[config.mk]
export PLATFORM = sky130hd
export DESIGN_NAME = trng_word_collector_flat
export DESIGN_NICKNAME = d
export VERILOG_FILES = /design/src/rtl/trng_word_collector_if.sv /design/src/rtl/trng_word_collector.sv /design/src/flat_wrapper.sv
export SDC_FILE = /design/constraint.sdc
export NUM_CORES = 1
export LEC_CHECK = 0
export ABC_AREA = 0
export BUFFER_PORTS_ARGS = -buffer_cell sky130_fd_sc_hd__buf_2
export CAP_MARGIN = 20
export CORE_MARGIN = 8
export CORE_UTILIZATION = 50
export CTS_CLUSTER_DIAMETER = 60
export DETAILED_ROUTE_END_ITERATION = 10
export GPL_ROUTABILITY_DRIVEN = 0
export PLACE_DENSITY = 0.7
export REMOVE_ABC_BUFFERS = 1
export SYNTH_ARGS = -nofsm -noshare
export SYNTH_HDL_FRONTEND = slang
export SYNTH_SLANG_ARGS = --single-unit
[constraint.sdc]
create_clock -name clk -period 3.5 [get_ports clk]
set_input_delay 0.525 -clock clk [delete_from_list [all_inputs] [get_ports clk]]
set_output_delay 0.525 -clock clk [all_outputs]
set_load 0.02 [all_outputs]
[src/rtl/trng_word_collector_if.sv]
// Bundle of the sampling inputs and the word output handshake.
// valid/ready rule: a word transfers on a posedge where valid_o and ready_i
// are both high; valid_o never depends on ready_i, and word_o is 0 while
// valid_o is low.
interface trng_word_collector_if #(
  parameter int NBITS = 32,
  parameter int NCH   = 4,
  parameter int DEPTH = 4
) ();
  logic                       en_i;
  logic [NCH-1:0]             bits_i;
  logic                       xor_mode_i;
  logic [NBITS-1:0]           word_o;
  logic                       valid_o;
  logic                       ready_i;
  logic [$clog2(DEPTH+1)-1:0] fill_o;
  logic                       overflow_o;

  // Collector side
  modport master (
    input  en_i, bits_i, xor_mode_i, ready_i,
    output word_o, valid_o, fill_o, overflow_o
  );

  // Sampler / consumer side
  modport slave (
    output en_i, bits_i, xor_mode_i, ready_i,
    input  word_o, valid_o, fill_o, overflow_o
  );
endinterface

[src/rtl/trng_word_collector.sv]
// Entropy word collector: shifts raw or XOR-folded entropy bits into an
// NBITS accumulator and queues each completed word in a DEPTH-entry FIFO.
module trng_word_collector #(
  parameter int NBITS = 32,
  parameter int NCH   = 4,
  parameter int DEPTH = 4
) (
  input  logic                  clk,
  input  logic                  rst_i,
  trng_word_collector_if.master bus
);

  localparam int CW = $clog2(NBITS + 1);
  localparam int PW = $clog2(DEPTH);
  localparam int FW = $clog2(DEPTH + 1);

  // Reject illegal parameter combinations at elaboration
  if (NBITS < 2 || NCH < 1 || (NBITS % NCH) != 0 || DEPTH < 2 ||
      (DEPTH & (DEPTH - 1)) != 0) begin : g_param_check
    $error("trng_word_collector: illegal NBITS/NCH/DEPTH combination");
  end

  logic [NBITS-1:0]     acc;
  logic [CW-1:0]        count;
  logic                 mode_q;
  logic [NBITS-1:0]     mem [DEPTH];
  logic [PW-1:0]        wr_ptr;
  logic [PW-1:0]        rd_ptr;
  logic [FW-1:0]        fill;
  logic                 overflow;

  logic                 mode_change;
  logic                 sample;
  logic [NBITS+NCH-1:0] raw_cat;
  logic [NBITS:0]       xor_cat;
  logic [NBITS-1:0]     acc_next;
  logic [CW-1:0]        step;
  logic [CW-1:0]        count_sum;
  logic                 complete;
  logic                 valid;
  logic                 full;
  logic                 pop;
  logic                 push;
  logic                 drop;

  // Next accumulator value, word completion and FIFO push/pop decisions
  always_comb begin
    mode_change = bus.xor_mode_i != mode_q;
    sample      = bus.en_i && !mode_change;
    // Concatenate then truncate so NCH == NBITS needs no special case
    raw_cat     = {acc, bus.bits_i};
    xor_cat     = {acc, ^bus.bits_i};
    acc_next    = mode_q ? xor_cat[NBITS-1:0] : raw_cat[NBITS-1:0];
    step        = mode_q ? CW'(1) : CW'(NCH);
    count_sum   = count + step;
    complete    = sample && (count_sum == CW'(NBITS));
    valid       = fill != '0;
    full        = fill == FW'(DEPTH);
    pop         = valid && bus.ready_i;
    push        = complete && (!full || pop);
    drop        = complete && full && !pop;
  end

  // Accumulator, bit count and registered sampling mode
  always_ff @(posedge clk) begin
    if (rst_i) begin
      acc    <= '0;
      count  <= '0;
      mode_q <= bus.xor_mode_i;
    end else if (mode_change) begin
      // A mode switch abandons the partial word and this cycle's sample
      acc    <= '0;
      count  <= '0;
      mode_q <= bus.xor_mode_i;
    end else if (sample) begin
      acc   <= acc_next;
      count <= complete ? '0 : count_sum;
    end
  end

  // FIFO storage; contents are only meaningful below the fill level
  always_ff @(posedge clk) begin
    if (!rst_i && push) begin
      mem[wr_ptr] <= acc_next;
    end
  end

  // FIFO pointers, occupancy and sticky overflow flag
  always_ff @(posedge clk) begin
    if (rst_i) begin
      wr_ptr   <= '0;
      rd_ptr   <= '0;
      fill     <= '0;
      overflow <= 1'b0;
    end else begin
      if (push) wr_ptr <= wr_ptr + PW'(1);
      if (pop)  rd_ptr <= rd_ptr + PW'(1);
      case ({push, pop})
        2'b10:   fill <= fill + FW'(1);
        2'b01:   fill <= fill - FW'(1);
        default: fill <= fill;
      endcase
      if (drop) overflow <= 1'b1;
    end
  end

  assign bus.valid_o    = valid;
  assign bus.word_o     = valid ? mem[rd_ptr] : '0;
  assign bus.fill_o     = fill;
  assign bus.overflow_o = overflow;

endmodule

[src/flat_wrapper.sv]
// flat-port wrapper written by rule: the top's interface ports become plain ports
module trng_word_collector_flat 
#(
  parameter int NBITS = 32,
  parameter int NCH   = 4,
  parameter int DEPTH = 4
)
  (clk, rst_i, bus_en_i, bus_bits_i, bus_xor_mode_i, bus_ready_i, bus_word_o, bus_valid_o, bus_fill_o, bus_overflow_o);
  trng_word_collector_if #(.NBITS(NBITS), .NCH(NCH), .DEPTH(DEPTH)) bus_i ();
  input  logic clk;
  input  logic rst_i;
  input wire logic [$bits(bus_i.en_i)-1:0] bus_en_i;
  input wire logic [$bits(bus_i.bits_i)-1:0] bus_bits_i;
  input wire logic [$bits(bus_i.xor_mode_i)-1:0] bus_xor_mode_i;
  input wire logic [$bits(bus_i.ready_i)-1:0] bus_ready_i;
  output wire logic [$bits(bus_i.word_o)-1:0] bus_word_o;
  output wire logic [$bits(bus_i.valid_o)-1:0] bus_valid_o;
  output wire logic [$bits(bus_i.fill_o)-1:0] bus_fill_o;
  output wire logic [$bits(bus_i.overflow_o)-1:0] bus_overflow_o;
  assign bus_i.en_i = bus_en_i;
  assign bus_i.bits_i = bus_bits_i;
  assign bus_i.xor_mode_i = bus_xor_mode_i;
  assign bus_i.ready_i = bus_ready_i;
  assign bus_word_o = bus_i.word_o;
  assign bus_valid_o = bus_i.valid_o;
  assign bus_fill_o = bus_i.fill_o;
  assign bus_overflow_o = bus_i.overflow_o;
  trng_word_collector #(.NBITS(NBITS), .NCH(NCH), .DEPTH(DEPTH)) u_core (.clk(clk), .rst_i(rst_i), .bus(bus_i));
endmodule
Yosys cells after proc, flatten, opt, wreduce, memory -nomap -nowiden. Memory sizes are Yosys's and may differ from the RTL's. A register that Yosys moved wholly into a read port is not among the register bits. Index checks and enable logic that the tools add are counted.

Register bits: 46. RAM bits: 128. Memory bits (read-only): 0. Memories kept: 1. Output and inout port bits: 37. Bits in latches: 0. Logic and storage cells: 46.

Muxes and demuxes: 11. Divide/modulo/power cells: 0. Multiply operators: 0. Eq/ne operators: 5. $lt $le $gt $ge: 0. Reductions and logical operators: 17. Bitwise gates (word level): 0. Shift operators: 0. $add $sub $neg: 5.

Memories: u_core.mem (words 4, bits a word 32, rd ports 1, clocked after Yosys merged registers in 1, write ports 1, RTL line trng_word_collector.sv:26) `logic [NBITS-1:0] mem [DEPTH];`.

Operators by type and width (number): $mux 32 (2); $logic_and 1x1->1 (7); $add 6x6->6 (1); $eq 6x6->1 const B (1); $mux 6 (1); $pmux 3 s2 (1); $add 2x1->2 const B (2); $logic_not 1->1 (4); $mux 1 (4); $mux 2 (2); $reduce_bool 2->1 (2); $reduce_xor 4->1 (1); $add 3x1->3 const B (1); $eq 3x3->1 const B (1); $mux 3 (1); $reduce_bool 3->1 (1); $sub 3x1->3 const B (1); $eq 2x1->1 const B (1); $eq 2x2->1 const B (1); $reduce_or 2->1 (1); $logic_or 1x1->1 (1); $ne 1x1->1 (1).

Longest topological paths before layout.
Word-level depth: 8. Mapped depth: 15. Mapped depth without buffers: 12.

Worst setup path after synthesis. Ideal clock, no wire load.

Path type: reg-to-reg. Start point: register u_core.mode_q. End point: memory u_core.mem[0][0] (enable). Period minus slack after synthesis: 3737 ps. Setup slack: -237 ps. Arrival: 3345 ps. Data required time: 3108 ps. Cell stages (with the launch flop): 11. Cell sequence: edfxtp_1 -> buf_2 -> buf_1 -> inv_1 -> ha_1 -> a21o_1 -> and3b_1 -> or4_1 -> buf_2 -> nor3_1 -> and2_1.

Word-level cells in the longest chain between the ends: 8.

Ends and longest elaborated chain: start, declared (RTL line trng_word_collector.sv:25) `logic mode_q;`; start signal, assigned (RTL line trng_word_collector.sv:69) `mode_q <= bus.xor_mode_i;`; start signal, assigned (RTL line trng_word_collector.sv:74) `mode_q <= bus.xor_mode_i;`; $mux 3 / $ne 1x1->1 (equally long branches) (RTL line trng_word_collector.sv:54, trng_word_collector.sv:48); $add 6x6->6 / $logic_not 1->1 (equally long branches) (RTL line trng_word_collector.sv:55, trng_word_collector.sv:49); $eq 6x6->1 / $logic_and 1x1->1 (equally long branches) (RTL line trng_word_collector.sv:56, trng_word_collector.sv:49); $logic_and 1x1->1 (*) (RTL line trng_word_collector.sv:56) `complete = sample && (count_sum == CW'(NBITS));`; $logic_and 1x1->1 (*) (RTL line trng_word_collector.sv:60) `push = complete && (!full || pop);`; $logic_and 1x1->1 (*) (RTL line trng_word_collector.sv:83) `if (!rst_i && push) begin`; $mux 1 (*) (RTL line trng_word_collector.sv:83); $mux 1 (not written as such) (*) (RTL line trng_word_collector.sv:84) `mem[wr_ptr] <= acc_next;`; end, declared (RTL line trng_word_collector.sv:26).

Mark *: on every way between the ends. The rest lies on a longest branch, timed or not.

Worst setup path after layout.
Start point: register u_core.mode_q. End point: register u_core.fill[2], in the netlist u_core.bus.fill_o[2].

Word-level cells in the longest chain between the ends: 7.

Ends and longest elaborated chain: $mux 3 / $ne 1x1->1 (equally long branches) (RTL line trng_word_collector.sv:54, trng_word_collector.sv:48); $add 6x6->6 / $logic_not 1->1 (equally long branches) (RTL line trng_word_collector.sv:55, trng_word_collector.sv:49); $eq 6x6->1 / $logic_and 1x1->1 (equally long branches) (RTL line trng_word_collector.sv:56, trng_word_collector.sv:49); $logic_and 1x1->1 (*) (RTL line trng_word_collector.sv:56); $logic_and 1x1->1 (*) (RTL line trng_word_collector.sv:60); $eq 2x1->1 / $eq 2x2->1 (equally long branches) (RTL line trng_word_collector.sv:98) `case ({push, pop})`; $pmux 3 s2 / $reduce_bool 2->1 (equally long branches); end signal, assigned (RTL line trng_word_collector.sv:99) `2'b10: fill <= fill + FW'(1);`; end signal, assigned (RTL line trng_word_collector.sv:100) `2'b01: fill <= fill - FW'(1);`; end signal, assigned (RTL line trng_word_collector.sv:101) `default: fill <= fill;`; end, declared (RTL line trng_word_collector.sv:29) `logic [FW-1:0] fill;`.

Marks and branches as above. A chain may end at the register's enable or synchronous reset.

==> results.json <==
{
  "p_per_area_mw_per_mm2": 528.7,
  "cts_setup_buffers": 0,
  "ys_top_cells_by_area": "edfxtp_1 54%, dfxtp_1 13%, mux4_2 10%, o221a_2 5.2%, mux2_2 4.9%",
  "multi_input_area_mm2": 0.002201,
  "worst_slack_ns": 0.2549,
  "clkTransAtPathRegs_ns": 0.06,
  "drt_iter0_markers": 233,
  "cts-buffers-inserted": 17,
  "timing.rr.start": "u_core.mode_q",
  "slew_viol_final": 0,
  "hold_class": "in -> reg",
  "hp-start": "bus_xor_mode_i",
  "slowest_stage": "or4_1",
  "synth_cells": 420,
  "slowest_delay_ns": 0.65,
  "cp_common_cell": "ha_1",
  "cap_violations": 0,
  "p_comb_frac": 0.061,
  "critPathKind": "reg -> reg",
  "die_h_um": 135.7,
  "clock_sinks": 176,
  "rsz0062_at_grt": "no",
  "cts_resized": 0,
  "ys_types": 35,
  "clock_power_share": 0.402,
  "final.setup.tns_ns": 0,
  "route.detailed.drc": 0,
  "viasPerCell": 5.729,
  "io_pins": 46,
  "drtPass1Iterations": 4,
  "start_util": 0.5138,
  "maxSlewHeadroom": 0.6600,
  "power_frac_seq": 0.537,
  "max-vdd-ir-drop_v": 0.0002832,
  "start_kind": "register",
  "power_leakage_nw": 2.944,
  "antenna_found_initial": 0,
  "clk_path_buf_depth": 2,
  "cp.required_ns": 3.85,
  "clkLatencyLatePin_ns": 0.42,
  "critical_path_buf_inv_count": 1,
  "dpl.hpwl_mm": 8.141,
  "min_period_ns": 3.245,
  "hold_buffers": 0,
  "crit_family": "simple AND/OR/NAND/NOR gates",
  "worstPathCellList": "ha_1 > ha_1 > a21o_1 > and3b_1 > or4_1 > or2_1 > ha_1 > inv_1 > fa_1 > xor2_1 > or3_1 > a21oi_1",
  "placedCellCount": 632,
  "cts-root-buf": "clkbuf_16",
  "final_hold_viol_count": 0,
  "outcome": "finished clean",
  "via_count": 3804,
  "use_met2": 0.2601,
  "max_slew.worst_pin.slew_ns": 0.5101,
  "rows": 43,
  "synth_top_area_share": 0.5411,
  "dieWidth_um": 135.7,
  "yosysWarnings": 0,
  "use_met1": 0.1895,
  "seqCellArea_mm2": 0.004816,
  "p_int_mw": 3.397,
  "syn_area_per_cell_um2": 17.05,
  "portBuffers": 45,
  "first_global_vias": 4044,
  "synth_area_leader_cell": "edfxtp_1",
  "yosysSeqAreaShare": 0.6725,
  "setup_viol": 0,
  "grtUsageTotal": 0.1567,
  "netSwitchingFraction": 0.2137,
  "path_max_fanout": 8,
  "cts_tree": "yes",
  "startpoint": "u_core.mode_q",
  "totalWireLength_mm": 13.65,
  "core-area_mm2": 0.01393,
  "crit_path_end_kind": "register",
  "fillerInstances": 1055,
  "netlist_area_mm2": 0.007159,
  "met3_usage": 0.03709,
  "grt_pass1_wl_mm": 21.78,
  "die-area_mm2": 0.01840,
  "fmax_ghz": 0.3082,
  "grt_max_degree": 39,
  "fin_nets": 489,
  "grt_most_used_layer": "met2",
  "drive_above_1_share": 0.3864,
  "diodes": 0,
  "wl_per_cell_um": 20.55,
  "arrival_ns": 3.60,
  "syn2layout_area_growth_pct": 14.14,
  "fin_crit_sh": 0.9272,
  "clock_skew_ns": 0.006875,
  "ctsHtreeMaxLevel": 4,
  "instances_no_fill": 664,
  "ys_ff_latch": 176,
  "p_switching_mw": 0.9230,
  "post-place-ws_ns": 0.2648,
  "ant_nets": 0,
  "gr-total-overflow": 0
}
cells by family after synthesis:
group / after synthesis / synth area share
AOI/OAI and AO/OA: 52 / 0.06938
xor gates and xnor gates: 11 / 0.01346
adders and majority gates: 9 / 0.01678
buffers and inverters: 37 / 0.02045
DFF: 176 / 0.6725
muxes: 63 / 0.1494
and+or+nand+nor: 72 / 0.05802
final timing paths:
path / endpoint / slack [ns] / cells past startpoint
max: u_core.bus.fill_o[2] / 0.25 / 12
min: u_core.mode_q / 0.33 / 1
max reg2reg: u_core.bus.fill_o[2] / 0.25 / 12
min reg2reg: u_core.bus.overflow_o / 0.46 / 2
cell usage in the layout, fill, tap and decap left out, drive strengths merged, types with 5 or more instances in the layout:
cell	count
ha	8
o21ai	6
nor2	11
and2	38
buf	60
dfxtp	47
mux4	32
edfxtp	129
clkbuf	23
clkinv	5
xnor2	8
mux2	31
o221a	33
inv	9
nand2	6
a21oi	8
state kept, by name (all words and copies together), names as in the netlist, named ones only:
signal,flops
u_core.bus.fill_o,3
u_core.mem,128
u_core.rd_ptr,2
u_core.mode_q,1
u_core.acc,31
u_core.count,6
u_core.bus.overflow_o,1
u_core.wr_ptr,2
cell usage after synthesis (all sizes together):
cell    instances
a21bo           1
a21boi          1
a21o            1
a21oi           8
a31oi           1
and2           38
and3            1
and3b           1
buf            10
clkbuf         18
dfxtp          47
edfxtp        129
fa              1
ha              8
inv             9
mux2           31
mux4           32
nand2           6
nand2b          1
nand3b          1
nand4           1
nor2           11
nor2b           1
nor3            3
o21ai           6
o221a          33
o221ai          1
or2             1
or3             4
or3b            1
or4             1
or4b            1
xnor2           8
xor2            3
worst reg2reg max path: cells and delay by family (launching register included):
family	cells	cell delay [ns]
compound gates	2	0.31
xor+xnor	1	0.07
fa+ha+maj	4	0.91
buf+inv	1	0.07
flops	1	0.41
simple gates	4	1.41
power groups by stage:
stage                     clock network [mW]  registers [mW]  logic [mW]
final                                   1.74            2.32       0.264
after global routing                    1.84            2.32       0.287
after CTS                               1.77            2.32       0.268
after detailed placement                   0            2.36       0.266
after global placement                     0            2.36       0.255
after floorplan                            0            2.36       0.172
area by class of cell:
class / instances / area share
flip-flops and latches: 176 / 0.5893
multi-input cells: 207 / 0.2693
clock buffers: 23 / 0.05604
repair buffers: 60 / 0.04287
well taps: 180 / 0.02756
clock inverters: 9 / 0.01072
inverters: 9 / 0.004134
routing by layer:
layer	vias up	share of wire
met1	1950	0.43
met3	12	0.049
met5	-	0
met2	90	0.50
li1	1752	-
met4	0	0.016
per-stage QoR:
stage | power (mW) | hold slack [ns] | cell area (um2) | util
2_1_floorplan | 2.537 | 0.4765 | 7047 | -
3_3_place_gp | 2.618 | 0.4466 | 7626 | 0.5473
3_5_place_dp | 2.630 | 0.4487 | 7626 | 0.5473
4_1_cts | 4.353 | 0.3124 | 8172 | 0.5864
5_1_grt | 4.450 | 0.3138 | 8172 | 0.5864
6_report | 4.320 | 0.3323 | 8172 | 0.5864
(Power assumes the default switching activity.)
